--- src/rtl/branch_cmp_seq.sv ---
// branch_cmp_seq: slice-serial RV32I branch comparator, MSB slice first, valid/ready on both sides.
// Define BRANCH_CMP_EARLY_EXIT_EN to leave RUN at the first differing slice.
module branch_cmp_seq #(
  parameter int WIDTH = 32,
  parameter int SLICE = 8,
  parameter int TAG_W = 4
) (
  input  logic             clk,
  input  logic             rst,
  input  logic             flush,
  input  logic             in_valid,
  output logic             in_ready,
  input  logic [2:0]       cmpop,
  input  logic [WIDTH-1:0] a,
  input  logic [WIDTH-1:0] b,
  input  logic [TAG_W-1:0] in_tag,
  output logic             out_valid,
  input  logic             out_ready,
  output logic             br_en,
  output logic             illegal,
  output logic [TAG_W-1:0] out_tag
);
  localparam int N = WIDTH / (SLICE < 1 ? 1 : SLICE);
  localparam int KW = N > 1 ? $clog2(N) : 1;
  localparam logic [1:0] IDLE = 2'd0, RUN = 2'd1, DONE = 2'd2;
`ifdef BRANCH_CMP_EARLY_EXIT_EN
  localparam bit EARLY = 1'b1;
`else
  localparam bit EARLY = 1'b0;
`endif
  if (SLICE < 1 || WIDTH % (SLICE < 1 ? 1 : SLICE) != 0) begin : g_bad_cfg
    $error("branch_cmp_seq: WIDTH must be a positive multiple of SLICE");
  end
  logic [1:0]       state_q, state_d;
  logic [KW-1:0]    k_q, k_d;
  logic [WIDTH-1:0] a_q, a_d, b_q, b_d;
  logic [2:0]       op_q, op_d;
  logic [TAG_W-1:0] tag_q, tag_d;
  logic             eq_q, eq_d, lt_q, lt_d, br_q, br_d, ill_q, ill_d;
  logic [SLICE-1:0] flip, sa, sb;
  logic             diff, last;
  always_comb begin
    // signed ops bias the top slice so an unsigned compare orders two's complement
    flip = (k_q == KW'(N - 1) && op_q[2:1] == 2'b10) ? SLICE'(1) << (SLICE - 1) : '0;
    sa = a_q[int'(k_q) * SLICE +: SLICE] ^ flip;
    sb = b_q[int'(k_q) * SLICE +: SLICE] ^ flip;
    diff = sa != sb;
    last = k_q == '0 || (EARLY && diff);
    state_d = state_q;
    k_d = k_q;
    a_d = a_q;
    b_d = b_q;
    op_d = op_q;
    tag_d = tag_q;
    eq_d = eq_q;
    lt_d = lt_q;
    br_d = br_q;
    ill_d = ill_q;
    if (flush) state_d = IDLE;
    else if (state_q == IDLE && in_valid) begin
      a_d = a;
      b_d = b;
      op_d = cmpop;
      tag_d = in_tag;
      k_d = KW'(N - 1);
      eq_d = 1'b1;
      lt_d = 1'b0;
      br_d = 1'b0;
      ill_d = cmpop[2:1] == 2'b01;
      state_d = ill_d ? DONE : RUN;
    end else if (state_q == RUN) begin
      eq_d = eq_q & ~diff;
      lt_d = (eq_q & diff) ? sa < sb : lt_q;
      k_d = last ? k_q : k_q - 1'b1;
      state_d = last ? DONE : RUN;
      br_d = last ? (op_q[2] ? lt_d : eq_d) ^ op_q[0] : br_q;
      ill_d = last ? 1'b0 : ill_q;
    end else if (state_q == DONE && out_ready) state_d = IDLE;
  end
  always_ff @(posedge clk) begin
    if (rst) begin
      state_q <= IDLE;
      k_q <= '0;
      a_q <= '0;
      b_q <= '0;
      op_q <= '0;
      tag_q <= '0;
      eq_q <= 1'b1;
      lt_q <= 1'b0;
      br_q <= 1'b0;
      ill_q <= 1'b0;
    end else begin
      state_q <= state_d;
      k_q <= k_d;
      a_q <= a_d;
      b_q <= b_d;
      op_q <= op_d;
      tag_q <= tag_d;
      eq_q <= eq_d;
      lt_q <= lt_d;
      br_q <= br_d;
      ill_q <= ill_d;
    end
  end
  assign in_ready = state_q == IDLE && !rst;
  assign out_valid = state_q == DONE;
  assign br_en = br_q;
  assign illegal = ill_q;
  assign out_tag = tag_q;
endmodule

--- config.mk ---
export PLATFORM = sky130hd
export DESIGN_NAME = branch_cmp_seq
export DESIGN_NICKNAME = d
export VERILOG_FILES = /design/src/rtl/branch_cmp_seq.sv
export SDC_FILE = /design/constraint.sdc
export NUM_CORES = 1
export LEC_CHECK = 0
export CORE_MARGIN = 2
export CORE_UTILIZATION = 45
export CTS_CLUSTER_SIZE = 14
export DETAILED_ROUTE_END_ITERATION = 12
export GPL_ROUTABILITY_DRIVEN = 0
export GPL_TIMING_DRIVEN = 1
export PLACE_DENSITY = 0.77
export SLEW_MARGIN = 30
export SYNTH_ARGS = -nofsm -noshare
export SYNTH_HDL_FRONTEND = slang
export SYNTH_SLANG_ARGS = --single-unit
--- constraint.sdc ---
create_clock -name clk -period 3.65 [get_ports clk]
set_clock_uncertainty 0.05 [all_clocks]
set_input_delay 0.73 -clock clk [delete_from_list [all_inputs] [get_ports clk]]
set_output_delay 0.73 -clock clk [all_outputs]
set_load 0.02 [all_outputs]
== Word level (Yosys, flattened, before mapping) ==
Cells that the tools add are included.
W data, S select, Z words.

* Add/sub/neg operators: 1
* Order comparisons: 1
* Equality and inequality tests: 7
* Shift operators: 2
* Mux-type cells: 21
* Bitwise operators: 7
* Reductions and logical operators: 15

{| class="wikitable"
|+ Operators by type and width
! kind !! count
|-
| $shiftx A32 B6 Y8 || 2
|-
| $mux W2 || 8
|-
| $xor A8 B8 Y8 || 2
|-
| $mux W1 || 12
|-
| $lt A8 B8 Y1 || 1
|-
| $mux W8 || 1
|-
| $ne A8 B8 Y1 || 1
|-
| $eq A2 B2 Y1 const B || 3
|-
| $reduce_and A3 Y1 || 2
|-
| $eq A2 B1 Y1 const B || 2
|-
| $logic_and A1 B1 Y1 || 4
|-
| $logic_not A2 Y1 || 2
|-
| $reduce_and A2 Y1 || 2
|-
| $reduce_bool A2 Y1 || 2
|-
| $reduce_bool A3 Y1 || 1
|-
| $and A1 B1 Y1 || 2
|-
| $ne A2 B1 Y1 const B || 1
|-
| $not A1 Y1 || 2
|-
| $reduce_or A2 Y1 || 1
|-
| $sub A2 B1 Y2 const B || 1
|-
| $logic_not A1 Y1 || 1
|-
| $xor A1 B1 Y1 || 1
|}

* Register bits: 79
* Output and inout bits: 8
* Logic and storage cells: 64

== Logic depth before layout (Yosys ltp) ==
Gate-level depths: netlist of the first run.

* Depth in word-level cells: 12
* Gate-level depth with buffers: 11
* Gate-level depth less buffers: 10

== Least setup slack after synthesis of the first run ==
No wires, ideal clock.

* Kind: register to register
* Start: register k_q[0]
* End: register br_q (netlist: br_en)
* Library setup time: 0.131 ns
* Arrival: 2.421 ns
* Path slack: 1.049 ns
* Cell stages (with the launch flop): 11
* Path buffers: 2
* Period minus slack after synthesis: 2.601 ns
* Cells stage by stage: dfxtp_1 buf_4 buf_4 mux4_2 ha_1 nand4_1 o21a_1 nor3b_2 a31oi_1 xor2_1 o31ai_1

* Cells in the longest elaborated chain, start to end: 12
* Elaborated cells on any way between the ends: 21

{| class="wikitable"
|+ Ends and longest elaborated chain
! what !! RTL line !! source
|-
| start, declared || 35 || <nowiki>logic [KW-1:0] k_q, k_d;</nowiki>
|-
| start signal, assigned || 94 || <nowiki>k_q <= k_d;</nowiki>
|-
| parallel branches: the longest is 12 deep, another holds $lt A8 B8 Y1 || n/a ||
|-
| end signal, assigned || 101 || <nowiki>br_q <= br_d;</nowiki>
|-
| end, declared || 39 || <nowiki>logic eq_q, eq_d, lt_q, lt_d, br_q, br_d, ill_q, ill_d;</nowiki>
|}

Several ways; the timed one is not identified. The select of a mux whose other input is x is not followed.
A chain may end at the register's enable or synchronous reset.

== Final worst setup path of the first run ==
Same ends and word-level chain as after synthesis.

==> metrics.md, run 1 <==
| Metric | Value |
|---|---|
| Total track usage | `19.6%` |
| Setup total negative slack | `0 ns` |
| Overall routed net length | `8270 um` |
| Worst setup path startpoint | `k_q[0]` |
| Fraction of power consumed by combinational cells | `16.8%` |
| Clock Sinks | `79` |
| Nets in the synthesized netlist | `494` |
| Number of instances resized during post-cts repair | `0` |
| Setup slack of the critical path after layout | `0.638 ns` |
| Average vias per placed instance | `5.21` |
| Number of clock buffers inserted by TritonCTS | `9` |
| Antenna viol nets, final | `0` |
| Overall die height | `92.2 um` |
| HPWL Detailed | `6020 um` |
| Share of cells above drive strength 1 | `8.47%` |
| Seq/Total Area, Yosys | `45.2%` |
| Lkg Pwr | `1.61 nW` |
| Largest voltage drop on the vdd net | `247 uV` |
| Post-route fraction of the period consumed by the critical path | `82.5%` |
| Total global routing overflow | `0` |
| Hold Path Class | `reg -> reg` |
| Via count | `3054` |
| Post-synthesis instance area | `3500 sq um` |
| Final setup violating endpoints | `0` |
| Clock slew at the register clock pins of the worst setup and hold paths | `0.08 ns` |
| Count of state elements after synthesis | `79` |
| Ys Warns | `0` |
| Average instance area after synthesis | `8.57 sq um` |
| Final-report max-slew violation count | `0` |
| Seq pwr share | `49.8%` |
| Final Hold Slack | `0.406 ns` |
| Starting density of the core | `45.7%` |
| Largest driver fanout on the critical path | `10` |
| Number of levels in the clock H-tree | `3` |
| Number of flops mapped to enable cells by yosys | `0` |
| Post-synthesis share of cell area spent on full adders, half adders and majority gates | `3.58%` |
| Antenna violations before repair | `0` |
| Pint | `0.00139 W` |
| CTS max path bufs | `2` |
| Worst slew slack as a fraction of its limit | `48.4%` |
| Worst setup timing slack at the placement stage | `0.651 ns` |
| Area added between synthesis and finish | `29.5%` |
| Startpoint type of the worst setup path | `flop` |
| Share of flip-flops with an asynchronous set or reset | `0%` |
| Min cycle time layout | `3.01 ns` |
| Total die area | `8500 sq um` |
| Final layout net count | `565` |
| Cell count after synthesis | `408` |
| Unique masters post-synth | `33` |
| Worst setup EP type | `flop` |
| Final Hold Fails | `0` |
| Starting DRC count in detailed routing | `144` |
| Xor-xnor portion of the synthesized cell area | `0.751%` |
| Hold Buf Count CTS | `0` |
| Type of the worst setup path | `reg -> reg` |
| Share of synthesized area spent on multiplexers | `10.6%` |
| Compound-Gate Fraction of Synth Area | `13.6%` |
| CTS tree | `yes` |
| # rows | `32` |
| Count of boundary I/O pins | `84` |
| Chip Width | `92.2 um` |
| Largest net degree at the start of global routing | `80` |
| Largest family of logic cells by synthesized area | `simple AND/OR/NAND/NOR gates` |
| Switching power total | `0.000493 W` |
| Data arrival time at the worst-slack endpoint | `3.18 ns` |
| Achievable frequency | `0.332 GHz` |
| Setup repair after global routing missed its margin | `no` |
| Data required time of the worst path | `3.82 ns` |
| Wire length of the first global-routing pass | `13000 um` |
| Setup repair bufs after CTS | `0` |
| Clock insertion delay at the later pin of the skew report | `0.36 ns` |
| IO Port Bufs | `83` |
| Top_reg_cell synth | `dfxtp_1` |
| Switching Fraction | `26.1%` |
| Launch instance of the worst min-delay path | `b_q[21]` |
| DRC | `0` |
| Via count of the first global-routing pass | `2819` |
| Total power density per cell area | `416 nW/um^2` |
| Max-cap violations | `0` |
| Result of the run | `complete, no violations` |
| Core outline area | `7650 sq um` |
| Transition time of the tightest slew-check pin | `0.775 ns` |
| Worst r2r src | `k_q[0]` |
| Final antenna diode count | `0` |
| Total iterations of the first detailed-routing run | `4` |
| Area fraction in and, or, nand and nor cells after synthesis | `20.1%` |
| Routed WL per cell | `14.1 um` |
| CTS Root Cell | `clkbuf_8` |
| Part of the total power dissipated in the clock network | `33.5%` |
-- synth_stat cells (5+ instances only) --
master | count | area, sq um
nand2_1 | 147 | 552
dfxtp_1 | 79 | 1580
a21oi_1 | 76 | 380
mux4_2 | 16 | 360
clkbuf_1 | 11 | 41.3
ha_1 | 10 | 125
inv_1 | 9 | 33.8
buf_2 | 7 | 35.0
buf_6 | 7 | 78.8
nor2_1 | 5 | 18.8
-- state kept, by name, indices dropped and copies added, names as in the netlist --
register and flops:
k_q 2, lt_q 1, state_q 2, out_tag 4, a_q 32, illegal 1
eq_q 1, br_en 1, b_q 32, op_q 3
-- metrics by stage --
stage,power [W],cells,util (%),cell area (sq um)
after floorplan,0.00114,408,-,3500
after global placement,0.00126,570,56.8,4340
after detailed placement,0.00127,570,56.8,4340
after CTS,0.00189,586,59.3,4530
after global routing,0.00196,586,59.3,4530
final,0.00188,586,59.3,4530
-- power by group through the flow --
stage                     logic [W]  registers, W  clock network, W
after floorplan            0.000198      0.000942                 0
after global placement     0.000303      0.000956                 0
after CTS                  0.000317      0.000938          0.000637
final                      0.000316      0.000938          0.000631
after detailed placement   0.000314      0.000958                 0
after global routing       0.000346      0.000943          0.000673
-- routing by layer --
| layer | share of wire (%) | vias up | wire length [um] | GRT usage (%) |
|---|---|---|---|---|
| li1 | - | 1510 | - | - |
| met1 | 42 | 1438 | 3500 | 24.3 |
| met2 | 50 | 91 | 4120 | 32.8 |
| met3 | 5.4 | 15 | 443 | 4.68 |
| met4 | 2.5 | 0 | 204 | 7.96 |
| met5 | 0 | - | 0 | 0 |
-- kinds of logic after synthesis --
logic type / Yosys count
and+or+nand+nor: 172
DFF: 79
adders and majority gates: 10
xor gates and xnor gates: 3
muxes: 17
buffers and inverters: 38
AOI/OAI and AO/OA: 89
-- worst paths after layout --
path / slack (ns) / cells past startpoint / end
worst max-delay path: 0.64 / 9 / br_en
worst min-delay path: 0.41 / 2 / b_q[21]
worst max register to register: 0.64 / 9 / br_en
worst min register to register: 0.41 / 2 / b_q[21]
-- critical path, cell delays in order, from the launching register on --
cell	delay, ns
dfxtp_1	0.70
buf_4	0.26
mux4_2	0.50
ha_1	0.34
nand4_1	0.13
o21a_1	0.22
nor3b_2	0.17
a31oi_1	0.23
xor2_1	0.18
o31ai_1	0.08
-- placed cells by master, fill, tap and decap left out --
cell type / count
nor3b_2: 2
clkdlybuf4s50_1: 82
and2b_1: 1
xor2_1: 2
o21ai_0: 2
a221oi_1: 1
inv_1: 9
clkinv_2: 1
o211ai_1: 1
nor3_1: 4
nor2_1: 5
nand3_1: 3
clkinvlp_4: 2
nand2_1: 147
a21o_1: 1
nor2b_1: 4
mux2i_1: 1
a21oi_1: 76
xnor2_1: 1
o31ai_1: 2
bufinv_16: 1
nand4_1: 2
o21a_1: 1
ha_1: 10
buf_12: 2
nand2b_1: 1
dfxtp_1: 79
or2_2: 1
nand3b_1: 1
nor2_4: 1
a31oi_1: 1
buf_2: 1
a211oi_1: 3
clkbuf_8: 9
clkinv_4: 1
clkbuf_1: 2
mux4_2: 16
buf_4: 4
a2111oi_0: 1
-- cell type report --
type | instances | area, sq um
clock buffer | 11 | 131
clock inverter | 5 | 58.8
fill | 675 | 3120
inverter | 9 | 33.8
multi-input combinational | 291 | 1700
sequential | 79 | 1580
tap | 102 | 128
timing repair buffer | 89 | 896
No activity file was read; power rests on OpenSTA's default activity.
==> run 2: changes to the inputs <==
PLACE_DENSITY = 0.79   (was 0.77)
clock period = 2.7 ns   (was 3.65 ns; I/O delays follow)
==> run 2 against run 1 <==
Net effect:
- final area increased by 1.3%
- first-iteration DRC count is 57% higher
- via count increased by 1.2%
- cell count is 0.68% higher
- worst setup slack worse by 0.53 ns
- critical path type unchanged
==> metrics.md, run 2 (same netlist as run 1, synthesis figures left out) <==
| Metric | Value |
|---|---|
| Share of cells above drive strength 1 | `9.63%` |
| Data arrival time at the worst-slack endpoint | `2.77 ns` |
| Library cell contributing the largest single delay on the critical path | `mux4_2` |
| Min cycle time layout | `2.59 ns` |
| Setup slack of the critical path after layout | `0.106 ns` |
| Lkg Pwr | `1.65 nW` |
| Final antenna diode count | `0` |
| Average vias per placed instance | `5.24` |
| Achievable frequency | `0.386 GHz` |
| Setup repair after global routing missed its margin | `no` |
| Top library cells by usage in the layout, fill and taps aside | `nand2_1 (147), clkdlybuf4s50_1 (82), dfxtp_1 (77)` |
| Transition time of the tightest slew-check pin | `0.754 ns` |
| Core outline area | `7650 sq um` |
| Routed WL per cell | `14.0 um` |
| Final-report max-slew violation count | `0` |
| Antenna violations before repair | `0` |
| Data required time of the worst path | `2.87 ns` |
| FILL cells | `667` |
| Post-route fraction of the period consumed by the critical path | `96.1%` |
| Overall routed net length | `8270 um` |
| Total iterations of the first detailed-routing run | `5` |
| Result of the run | `complete, no violations` |
| Largest driver fanout on the critical path | `7` |
| HPWL Detailed | `6120 um` |
| CTS max path bufs | `2` |
| CTS Root Cell | `clkbuf_8` |
| Via count | `3090` |
| Startpoint type of the worst setup path | `flop` |
| Max-cap violations | `0` |
| CTS tree | `yes` |
| Worst path max stage delay | `0.52 ns` |
| Count of boundary I/O pins | `84` |
| Largest voltage drop on the vdd net | `242 uV` |
| Launch instance of the worst min-delay path | `a_q[31]` |
| Number of buffers and inverters on the critical path | `1` |
| Cell family with the largest share of critical-path delay | `multiplexers` |
| Final layout net count | `570` |
| Final Hold Slack | `0.405 ns` |
| Number of clock buffers inserted by TritonCTS | `9` |
| # rows | `32` |
| Starting DRC count in detailed routing | `226` |
| Worst setup EP type | `flop` |
| Clock Sinks | `79` |
| Antenna viol nets, final | `0` |
| Wire length of the first global-routing pass | `13200 um` |
| Via count of the first global-routing pass | `2893` |
| DRC | `0` |
| Hold Path Class | `reg -> reg` |
| IO Port Bufs | `83` |
| Clock insertion delay at the later pin of the skew report | `0.36 ns` |
| Total global routing overflow | `0` |
| Starting density of the core | `45.7%` |
| Worst r2r src | `k_q[0]` |
| Largest net degree at the start of global routing | `80` |
| Total power density per cell area | `593 nW/um^2` |
| Total die area | `8500 sq um` |
| Chip Width | `92.2 um` |
| Area added between synthesis and finish | `31.2%` |
| Total track usage | `19.9%` |
| Type of the worst setup path | `reg -> reg` |
| Number of levels in the clock H-tree | `3` |
| Most common cell after layout, fill and taps aside | `nand2_1` |
| Cells along the critical path | `buf_4 -> mux4_2 -> ha_1 -> nand4_1 -> o21a_1 -> nor3b_2 -> a31oi_1 -> xor2_1 -> o31ai_1` |
| Final Hold Fails | `0` |
| Worst setup path startpoint | `k_q[0]` |
| Final setup violating endpoints | `0` |
| Worst slew slack as a fraction of its limit | `49.7%` |
| Overall die height | `92.2 um` |
| Worst setup timing slack at the placement stage | `-0.0344 ns` |
| Clock slew at the register clock pins of the worst setup and hold paths | `0.08 ns` |
## run 2: cell types whose count changed in the layout (fill, tap and decap cells not counted), sizes merged
| cell | before | now |
|---|---|---|
| bufinv | 1 | 3 |
| clkinv | 2 | 1 |
| clkinvlp | 2 | 0 |
| buf | 7 | 12 |
## run 2: routing by layer
metal,wire length [um],global-route usage (%),vias up
met1,3540,25.8,1466
met3,507,5.51,15
li1,-,-,1522
met2,4050,30.6,87
met5,0,0,-
met4,173,9.95,0
## run 2: final timing paths
kind / to / slack (ns) / cells past startpoint
max: br_en / 0.11 / 9
max reg2reg: br_en / 0.11 / 9
min: a_q[31] / 0.41 / 2
min reg2reg: a_q[31] / 0.41 / 2
## run 2: per-stage QoR
step | setup TNS [ns] | cell area, sq um | util (%) | instances | power [W]
CTS | 0 | 4570 | 59.8 | 589 | 0.00273
finish | 0 | 4590 | 60.0 | 590 | 0.00272
global route | 0 | 4590 | 60.0 | 590 | 0.00284
detailed placement | -0.0344 | 4350 | 56.8 | 574 | 0.00172
floorplan | 0 | 3500 | - | 408 | 0.00154
global placement | 0 | 4350 | 56.8 | 574 | 0.00170
## run 2: layout make-up
type / instances / area [sq um] / share of cell area, %
sequential: 79 / 1590 / 34.6
multi-input combinational: 291 / 1700 / 37.1
timing repair buffer: 94 / 912 / 19.9
clock buffer: 11 / 131 / 2.86
inverter: 9 / 33.8 / 0.736
clock inverter: 4 / 95.1 / 2.07
tap: 102 / 128 / 2.78
## run 2: worst reg2reg max path, delay by kind of cell (launching register included)
| family | cells | cell delay [ns] |
|---|---|---|
| multiplexers | 1 | 0.52 |
| AO/OA/AOI/OAI | 3 | 0.49 |
| flip-flops | 1 | 0.41 |
| adder cells (fa/ha/maj) | 1 | 0.35 |
| AND/OR/NAND/NOR | 2 | 0.28 |
| buffers and inverters | 1 | 0.18 |
| XOR/XNOR | 1 | 0.17 |
## run 2: report_power, final
part           switching (W)  internal [W]  total (W)  leakage, nW
Clock               0.000417      0.000608    0.00103        0.113
Sequential         0.0000434       0.00122    0.00127        0.646
Combinational       0.000196      0.000236   0.000432        0.894
## run 2: repair_timing
item,in CTS,in global routing
setup endpoints to repair,1,1
resized for setup,1,3
hold endpoints to repair,0,0
pin swaps,0,1
hold buffers,0,0
setup buffers,0,1
==> run 3: changes to the inputs <==
PLACE_DENSITY = 0.77   (was 0.79)
clock period = 2.4 ns   (was 2.7 ns; I/O delays follow)
==> run 3 against run 2 <==
Net effect:
- the flow now finishes with violations (negative setup slack)
- flip-flop and latch count unchanged
- total power increased by 6.9%
- combinational power increased by 33%
- largest power group unchanged
==> metrics.md, run 3 (same netlist as run 1, synthesis figures left out) <==
| Metric | Value |
|---|---|
| Result of the run | `finished, violations left` |
| Violated checks | `negative setup slack` |
| Startpoint type of the worst setup path | `flop` |
| CTS tree | `yes` |
| Setup repair after global routing missed its margin | `yes` |
| Hold Path Stages | `2` |
| Final Hold Slack | `0.410 ns` |
| Total power density per cell area | `618 nW/um^2` |
| Cells along the critical path | `clkbuf_16 -> mux4_2 -> inv_2 -> ha_1 -> nand4_1 -> o21a_1 -> nor3b_2 -> a31oi_1 -> xor2_1 -> o31ai_1` |
| Worst Hold Endpoint | `a_q[16]` |
| Hold Path Class | `reg -> reg` |
| Hold Buf Count CTS | `0` |
| Setup slack of the critical path after layout | `-0.239 ns` |
| Chip Width | `92.2 um` |
| Final setup violating endpoints | `2` |
| Number of cells on the worst reg-to-reg path | `10` |
| Area added between synthesis and finish | `34.5%` |
| Most common cell after layout, fill and taps aside | `nand2_1` |
| Worst setup EP type | `flop` |
| Number of clock buffers inserted by TritonCTS | `9` |
| Total global routing overflow | `0` |
| Lkg Pwr | `1.68 nW` |
| Share of the core filled with cells | `61.6%` |
| Final standard cell area without fillers | `4710 sq um` |
| HPWL Detailed | `6420 um` |
| Setup total negative slack | `-0.348 ns` |
| Number of levels in the clock H-tree | `3` |
| Count of boundary I/O pins | `84` |
| Launch instance of the worst min-delay path | `a_q[16]` |
| Data required time of the worst path | `2.62 ns` |
| Flop-to-flop setup slack | `-0.24 ns` |
| Final Hold Fails | `0` |
| Number of placed instances with taps included | `577` |
| Largest net degree at the start of global routing | `80` |
| Average vias per placed instance | `5.21` |
| Final layout net count | `576` |
| Total die area | `8500 sq um` |
| Instance area after placement | `4440 sq um` |
| Library cell contributing the largest single delay on the critical path | `mux4_2` |
| Achievable frequency | `0.379 GHz` |
| Wire length of the first global-routing pass | `14000 um` |
| Starting density of the core | `45.7%` |
| Data arrival time at the worst-slack endpoint | `2.86 ns` |
| Overall routed net length | `8840 um` |
| Via count | `3108` |
| Worst path max stage delay | `0.51 ns` |
| Post-route fraction of the period consumed by the critical path | `110%` |
| Max-cap violations | `0` |
| Largest driver fanout on the critical path | `6` |
| Total iterations of the first detailed-routing run | `4` |
| Final antenna diode count | `0` |
| Via count of the first global-routing pass | `2999` |
| CTS Root Cell | `clkbuf_8` |
| Top library cells by usage in the layout, fill and taps aside | `nand2_1 (147), clkdlybuf4s50_1 (82), dfxtp_1 (77)` |
| Overall die height | `92.2 um` |
| IO Port Bufs | `83` |
| Worst r2r src | `k_q[0]` |
| Min cycle time layout | `2.64 ns` |
| CTS max path bufs | `2` |
| Core outline area | `7650 sq um` |
| Clock Sinks | `79` |
| Total track usage | `21.1%` |
| Starting DRC count in detailed routing | `237` |
| Largest voltage drop on the vdd net | `437 uV` |
| Reg-to-reg endpoint | `br_en` |
| Routed WL per cell | `14.8 um` |
| Type of the worst setup path | `reg -> reg` |
| DRC | `0` |
| Final-report max-slew violation count | `0` |
| Worst slew slack as a fraction of its limit | `47.7%` |
| Worst setup path startpoint | `k_q[0]` |
| Clock insertion delay at the later pin of the skew report | `0.37 ns` |
| Clock slew at the register clock pins of the worst setup and hold paths | `0.09 ns` |
| Antenna violations before repair | `0` |
| # rows | `32` |
| Final Non-Filler Cells | `597` |
| Antenna viol nets, final | `0` |
| Share of cells above drive strength 1 | `12.9%` |
| Transition time of the tightest slew-check pin | `0.785 ns` |
-- run 3: repair_timing --
item / CTS / global route
resized for setup: 2 / 8
pin swaps: 1 / 5
setup endpoints to repair: 2 / 2
cloned: 0 / 1
buffers inserted: 1 / 2
-- run 3: worst max path at each step --
stage               cells past startpoint  slack [ns]  endpoint
finish                                 10       -0.24     br_en
global route                           10       -0.35     br_en
CTS                                    11       -0.12     br_en
detailed placement                     11       -0.15     br_en
global placement                       10       -0.07     br_en
floorplan                              10       -0.06     br_en
-- run 3: power by group --
| group | internal, W | switching, W | total (W) |
|---|---|---|---|
| registers | 0.00137 | 0.0000519 | 0.00143 |
| clock network | 0.000407 | 0.000503 | 0.000909 |
| logic | 0.000325 | 0.000249 | 0.000574 |
-- run 3: stage by stage --
| stage | power (W) | setup WS (ns) |
|---|---|---|
| floorplan | 0.00175 | -0.0622 |
| global placement | 0.00196 | -0.0738 |
| detailed placement | 0.00198 | -0.148 |
| CTS | 0.00287 | -0.119 |
| global route | 0.00303 | -0.352 |
| finish | 0.00291 | -0.239 |
-- run 3: per-layer routing --
| layer | track usage, % | vias up | share of wire, % |
|---|---|---|---|
| met5 | 0 | - | 0 |
| met1 | 25.6 | 1452 | 41 |
| met4 | 8.58 | 0 | 2.1 |
| li1 | - | 1537 | - |
| met3 | 4.85 | 18 | 5.9 |
| met2 | 36.0 | 101 | 51 |
-- run 3: critical path, delay by kind of cell (launching register included) --
kind	cells	cell delay [ns]
AND/OR/NAND/NOR	2	0.38
multiplexers	1	0.51
flip-flops	1	0.43
buffers and inverters	2	0.26
AO/OA/AOI/OAI	3	0.48
XOR/XNOR	1	0.17
adder cells (fa/ha/maj)	1	0.23
-- run 3: layout make-up --
type / instances / area [sq um]
Tap cell: 102 / 128
Clock buffer: 10 / 138
Multi-Input combinational cell: 291 / 1760
Timing Repair Buffer: 100 / 1020
Fill cell: 653 / 2940
Inverter: 9 / 33.8
Clock inverter: 6 / 43.8
Sequential cell: 79 / 1590
